File: config.mk
export PLATFORM = sky130hd
export DESIGN_NAME = vec_argmax_stage_flat
export DESIGN_NICKNAME = d
export VERILOG_FILES = /design/src/rtl/vec_argmax_stage_if.sv /design/src/rtl/vec_argmax_stage.sv /design/src/flat_wrapper.sv
export SDC_FILE = /design/constraint.sdc
export NUM_CORES = 1
export LEC_CHECK = 0
export BUFFER_PORTS_ARGS = -buffer_cell sky130_fd_sc_hd__clkbuf_2
export CORE_MARGIN = 2
export CORE_UTILIZATION = 40
export DETAILED_ROUTE_END_ITERATION = 16
export PLACE_DENSITY = 0.62
export SLEW_MARGIN = 20
export SYNTH_ARGS = -nofsm -noshare
export SYNTH_HDL_FRONTEND = slang
export SYNTH_SLANG_ARGS = --single-unit
File: constraint.sdc
create_clock -name clk -period 2.5 [get_ports clk]
set_input_delay 0.125 -clock clk [delete_from_list [all_inputs] [get_ports clk]]
set_output_delay 0.125 -clock clk [all_outputs]
set_load 0.02 [all_outputs]
File: src/rtl/vec_argmax_stage_if.sv
// Stream bundle between the final fully connected layer, the argmax stage
// and the downstream consumer of the classification result.
interface vec_argmax_stage_if #(
  parameter int M = 6,
  parameter int T = 20
) ();
  localparam int IDX_W = (M > 1) ? $clog2(M) : 1;

  logic                    input_valid;
  logic                    input_ready;
  logic signed [T-1:0]     input_data;
  logic                    output_valid;
  logic                    output_ready;
  logic        [IDX_W-1:0] out_index;
  logic signed [T-1:0]     out_value;

  // Drives elements in and accepts results.
  modport master (
    output input_valid,
    output input_data,
    output output_ready,
    input  input_ready,
    input  output_valid,
    input  out_index,
    input  out_value
  );

  // The argmax stage itself.
  modport slave (
    input  input_valid,
    input  input_data,
    input  output_ready,
    output input_ready,
    output output_valid,
    output out_index,
    output out_value
  );
endinterface

File: src/rtl/vec_argmax_stage.sv
// Streaming argmax over M-element signed vectors: a running max is accumulated
// while the previous result waits in separate output registers.
module vec_argmax_stage #(
  parameter int M = 6,
  parameter int T = 20
) (
  input  logic               clk,
  input  logic               reset,
  vec_argmax_stage_if.slave  bus
);
  localparam int IDX_W = (M > 1) ? $clog2(M) : 1;
  localparam logic [IDX_W-1:0] LAST_IDX = IDX_W'(M - 1);

  logic        [IDX_W-1:0] count_q,     count_d;
  logic signed [T-1:0]     cur_max_q,   cur_max_d;
  logic        [IDX_W-1:0] cur_idx_q,   cur_idx_d;
  logic                    out_valid_q, out_valid_d;
  logic        [IDX_W-1:0] out_index_q, out_index_d;
  logic signed [T-1:0]     out_value_q, out_value_d;

  logic                    last_s;
  logic                    ready_s;
  logic                    accept_s;
  logic                    out_xfer_s;
  logic                    beat_gt_s;
  logic signed [T-1:0]     cand_max_s;
  logic        [IDX_W-1:0] cand_idx_s;

  // Handshake decode; input_ready depends on output_ready but never on input_valid.
  always_comb begin
    last_s     = (count_q == LAST_IDX);
    ready_s    = !(out_valid_q && last_s && !bus.output_ready);
    accept_s   = bus.input_valid && ready_s;
    out_xfer_s = out_valid_q && bus.output_ready;
  end

  // Running max including the current beat; strict compare keeps the lower index on ties.
  always_comb begin
    beat_gt_s  = (bus.input_data > cur_max_q);
    cand_max_s = cur_max_q;
    cand_idx_s = cur_idx_q;
    if (count_q == IDX_W'(0)) begin
      cand_max_s = bus.input_data;
      cand_idx_s = IDX_W'(0);
    end else if (beat_gt_s) begin
      cand_max_s = bus.input_data;
      cand_idx_s = count_q;
    end else begin
      cand_max_s = cur_max_q;
      cand_idx_s = cur_idx_q;
    end
  end

  // Accumulator next state: only an accepted beat moves it.
  always_comb begin
    count_d   = count_q;
    cur_max_d = cur_max_q;
    cur_idx_d = cur_idx_q;
    if (accept_s) begin
      cur_max_d = cand_max_s;
      cur_idx_d = cand_idx_s;
      if (last_s) begin
        count_d = IDX_W'(0);
      end else begin
        count_d = count_q + IDX_W'(1);
      end
    end else begin
      count_d = count_q;
    end
  end

  // Result registers: a completion wins over a drain landing on the same edge.
  always_comb begin
    out_valid_d = out_valid_q;
    out_index_d = out_index_q;
    out_value_d = out_value_q;
    if (accept_s && last_s) begin
      out_valid_d = 1'b1;
      out_index_d = cand_idx_s;
      out_value_d = cand_max_s;
    end else if (out_xfer_s) begin
      out_valid_d = 1'b0;
    end else begin
      out_valid_d = out_valid_q;
    end
  end

  // Accumulator state register.
  always_ff @(posedge clk or negedge reset) begin
    if (!reset) begin
      count_q   <= '0;
      cur_max_q <= '0;
      cur_idx_q <= '0;
    end else begin
      count_q   <= count_d;
      cur_max_q <= cur_max_d;
      cur_idx_q <= cur_idx_d;
    end
  end

  // Output result register.
  always_ff @(posedge clk or negedge reset) begin
    if (!reset) begin
      out_valid_q <= 1'b0;
      out_index_q <= '0;
      out_value_q <= '0;
    end else begin
      out_valid_q <= out_valid_d;
      out_index_q <= out_index_d;
      out_value_q <= out_value_d;
    end
  end

  assign bus.input_ready  = ready_s;
  assign bus.output_valid = out_valid_q;
  assign bus.out_index    = out_index_q;
  assign bus.out_value    = out_value_q;
endmodule
File: src/flat_wrapper.sv
// flat-port wrapper written by rule: the top's interface ports become plain ports
module vec_argmax_stage_flat 
#(
  parameter int M = 6,
  parameter int T = 20
)
  (clk, reset, bus_input_valid, bus_input_data, bus_output_ready, bus_input_ready, bus_output_valid, bus_out_index, bus_out_value);
  vec_argmax_stage_if #(.M(M), .T(T)) bus_i ();
  input  logic clk;
  input  logic reset;
  input wire logic [$bits(bus_i.input_valid)-1:0] bus_input_valid;
  input wire logic [$bits(bus_i.input_data)-1:0] bus_input_data;
  input wire logic [$bits(bus_i.output_ready)-1:0] bus_output_ready;
  output wire logic [$bits(bus_i.input_ready)-1:0] bus_input_ready;
  output wire logic [$bits(bus_i.output_valid)-1:0] bus_output_valid;
  output wire logic [$bits(bus_i.out_index)-1:0] bus_out_index;
  output wire logic [$bits(bus_i.out_value)-1:0] bus_out_value;
  assign bus_i.input_valid = bus_input_valid;
  assign bus_i.input_data = bus_input_data;
  assign bus_i.output_ready = bus_output_ready;
  assign bus_input_ready = bus_i.input_ready;
  assign bus_output_valid = bus_i.output_valid;
  assign bus_out_index = bus_i.out_index;
  assign bus_out_value = bus_i.out_value;
  vec_argmax_stage #(.M(M), .T(T)) u_core (.clk(clk), .reset(reset), .bus(bus_i));
endmodule
== Yosys cells after proc, flatten, opt, wreduce, memory -nomap -nowiden ==
Cells that the tools add are included.
Word-level totals
  register bits after elaboration: 50
  input port bits: 24
  word-level logic and storage cells: 25
Cells by class
  $add $sub $neg: 1
  $lt $le $gt $ge: 1
  eq/ne operators: 1
  mux-type cells: 7
  reduce and logical (&&, ||, !) cells: 9
Operator list (count)
  $mux 20: 2
  $gt 20x20->1: 1
  $mux 3: 3
  $logic_and 1x1->1: 5
  $add 3x1->3 const B: 1
  $eq 3x3->1 const B: 1
  $logic_not 3->1: 1
  $logic_not 1->1: 2
  $mux 1: 2
  $reduce_bool 2->1: 1

== Longest topological paths before layout ==
  word-level depth: 7
  mapped depth: 9
  gate-level depth less buffers: 8

== Least setup slack after synthesis ==
Ideal clock, no wire load.
  path kind: flip-flop to flip-flop
  start point: register u_core.cur_max_q[18]
  end point: register u_core.cur_max_q[0]
  data arrival time: 2070 ps
  required time: 2375 ps
  slack: 305 ps
  stages on the path, launching flop included: 10
  buffers on the path: 1
  period minus slack after synthesis: 2195 ps
  cells stage by stage: dfrtp_1 inv_1 ha_1 a21oi_1 nand2_1 a221o_1 a22oi_4 nand3_2 buf_6 mux2_4
On the way
  longest elaborated chain between the ends: 3
Ends and longest elaborated chain
  start, declared: line vec_argmax_stage.sv:15  | logic signed [T-1:0] cur_max_q, cur_max_d;
  start signal, assigned: line vec_argmax_stage.sv:96  | cur_max_q <= cur_max_d;
  $gt 20x20->1: line vec_argmax_stage.sv:39  | beat_gt_s = (bus.input_data > cur_max_q);
  $mux 20: line vec_argmax_stage.sv:45  | end else if (beat_gt_s) begin
  $mux 20: line vec_argmax_stage.sv:42  | if (count_q == IDX_W'(0)) begin
No other way between the ends.
A chain may end at the register's enable or synchronous reset.

== Final worst setup path ==
  start point: register u_core.cur_max_q[11]
  end point: register u_core.cur_max_q[3]
Same word-level chain as after synthesis.

==> metrics.csv <==
metric;value;unit
netlist_top_cells_count;dfrtp_1 (50), inv_1 (25), nor2_1 (25);
postRouteAntennaNets;0;
synth_warnings;0;
row_count;31;
num-nets-final;385;
clock_path_buffers;2;
crit_required;2.69;ns
grt_pass1_wl;10.4;mm
synth_seq_cells;50;
cp_num_buf_inv;2;
tritoncts;yes;
powerDensity;1350;nW/um^2
fin_setup_tns;0;ns
clock_sinks;50;
core;7140;sq um
die_h;89.2;microns
stdcell_count;441;
wl_per_cell;13.7;microns
numCtsBuffers;5;
yosys_most_used_dff;dfrtp_1;
async_reset_ff_share;100;%
post-dp-hpwl;4.38;mm
synth_edf_count;0;
gr-total-overflow;0;
layout_min_cycle_time;2.35;ns
grt_antenna_before_repair;0;
cp_top_family;compound AO/OA/AOI/OAI gates;
status;completed;
grt_pass1_vias;2182;
fin_crit_sh;93.8;%
synth_area;2900;sq um
path_class;flop to flop;
cts_root_buf;clkbuf_8;
arrival;2.53;ns
finalHoldViolCount;0;
synth_area_leaders;dfrtp_1 (43%), mux2_4 (10%), ha_1 (8.6%);
post_cts_buffers;0;
worst_slew_pin_slew;0.647;ns
final_core_util;47.4;%
io_pins;49;
clk_latency;0.30;ns
htreeDepth;2;
rsz0062_at_grt;false;
slowest_delay;0.38;ns
dp_cells;432;
gp_congestion;0.807;
report.final.setup_viol;0;
cap_violations;0;
n_fill_cell;713;
hp-class;primary input to flop;
critPathCaptureType;flop;
syn_inst;291;
fin_area;3380;sq um
port_buffers;48;
syn_nets;335;
path_clk_slew;0.09;ns
fmax;426;MHz
post-synth-top-count-cell;dfrtp_1;
grt_max_degree;51;
synth_top_area_share;43.1;%
route.detailed.drc;0;
yosysSeqAreaShare;43.1;%
final-max-slew-violation-count;0;
synth.avg_cell_area;9.97;sq um
die_area;7950;sq um
dpl_cell_area;3270;sq um
routed_wirelength;6.06;mm
relSlewSlack;56.9;%
worstPathMaxFanout;17;
final_layout_size_suffix_gt1_share;25.7;%
num_vias;2297;
crit_path_start_kind;flop;
first_pass_iters;4;
die_x;89.2;microns
area_growth;16.6;%
drt_iter0_markers;138;
power.leakage;1.72;nW
yosysTopAreaCell;dfrtp_1;
fin_skew;0.00795;ns
n_antenna_cell;0;
crit_chain;inv_1 > ha_1 > a21oi_1 > o21ai_0 > a221o_1 > a22oi_4 > nand3_2 > buf_12 > mux2_4;
synth.distinct_cells;32;
peakVddDrop;0.495;mV
start_util;40.7;%
slowest_stage;a221o_1;
groute.usage.overall;16.6;%
avgViaCountPerCell;5.21;
==> area by class of cell <==
cell class	count	area, sq um	share of cell area, %
Clock buffer	7	76.3	2.26
Sequential cell	50	1250	37.0
Multi-Input combinational cell	201	1480	43.7
Clock inverter	1	30.0	0.888
Tap cell	99	124	3.66
Inverter	25	93.8	2.77
Timing Repair Buffer	58	330	9.76
==> cells in the final DEF (no fill, tap or decap), types with 2 or more instances in the layout <==
cell type and n:
nand2_1 17, clkbuf_8 5, nand3_1 24, a21oi_1 11, dfrtp_1 50, o21ai_0 6, nand2b_1 3, a21o_1 22
ha_1 20, mux2_4 20, o22a_1 2, buf_4 8, and4_1 2, nand4_1 6, o21a_1 2, nor2_1 24
clkbuf_2 48, a31oi_1 22, clkbuf_1 2, nor3_1 4, inv_1 25, o211ai_1 3
==> where the power goes <==
group          internal (W)  leakage, nW  switching (W)
combinational       0.00114         1.08        0.00139
sequential          0.00121        0.587       0.000247
clock              0.000300       0.0524       0.000268
==> what timing repair did <==
item,in CTS,in global routing
endpoints found under the hold margin,50,0
resized for setup,0,1
hold buffers,1,0
endpoints found under the setup margin,0,26
==> layer usage <==
metal / track usage [%] / routed length, microns / vias to the layer above
li1: - / - / 1143
met1: 23.0 / 2930 / 1097
met2: 26.6 / 2830 / 50
met3: 2.86 / 232 / 7
met4: 5.16 / 68 / 0
met5: 0 / 0 / -
==> kinds of logic (layout without fill, tap and decap cells) <==
group,after synthesis,in the layout,share of synthesized area [%]
mux,20,20,10.3
simple gates,87,87,14.2
flops,50,50,43.1
fa+ha+maj,20,20,8.62
compound gates,74,74,17.6
buf+inv,40,91,6.04
==> registers in the layout, summed over array words and instances, names as in the netlist <==
| name | count |
|---|---|
| u_core.bus.out_value | 20 |
| u_core.count_q | 3 |
| u_core.bus.out_index | 3 |
| u_core.cur_max_q | 20 |
| u_core.bus.output_valid | 1 |
| u_core.cur_idx_q | 3 |
==> worst register-to-register path: stages (launching register included) <==
cell and delay, ns:
dfrtp_1 0.36, inv_1 0.06, ha_1 0.30, a21oi_1 0.13, o21ai_0 0.16, a221o_1 0.39
a22oi_4 0.20, nand3_2 0.14, buf_12 0.19, mux2_4 0.31
==> through the flow <==
step	setup slack (ns)	power, W	hold WS [ns]
floorplan	0.305	0.00337	-0.171
global placement	0.235	0.00396	0.283
detailed placement	0.155	0.00401	0.289
CTS	0.135	0.00460	0.0794
global route	0.00640	0.00495	0.0781
finish	0.154	0.00455	0.0860
==> worst paths after layout <==
check | start | end | slack, ns | cells past startpoint
min | bus_input_data[5] | u_core.cur_max_q[5] | 0.09 | 2
max reg2reg | u_core.cur_max_q[11] | u_core.cur_max_q[3] | 0.15 | 9
max in group asynchronous | reset | u_core.cur_max_q[1] | 1.59 | 3
min reg2reg | u_core.bus.out_index[1] | u_core.bus.out_index[1] | 0.49 | 2
min in group asynchronous | reset | u_core.cur_max_q[14] | 0.45 | 3
max | u_core.cur_max_q[11] | u_core.cur_max_q[3] | 0.15 | 9
Note: power is estimated with default switching activity, not from simulation.
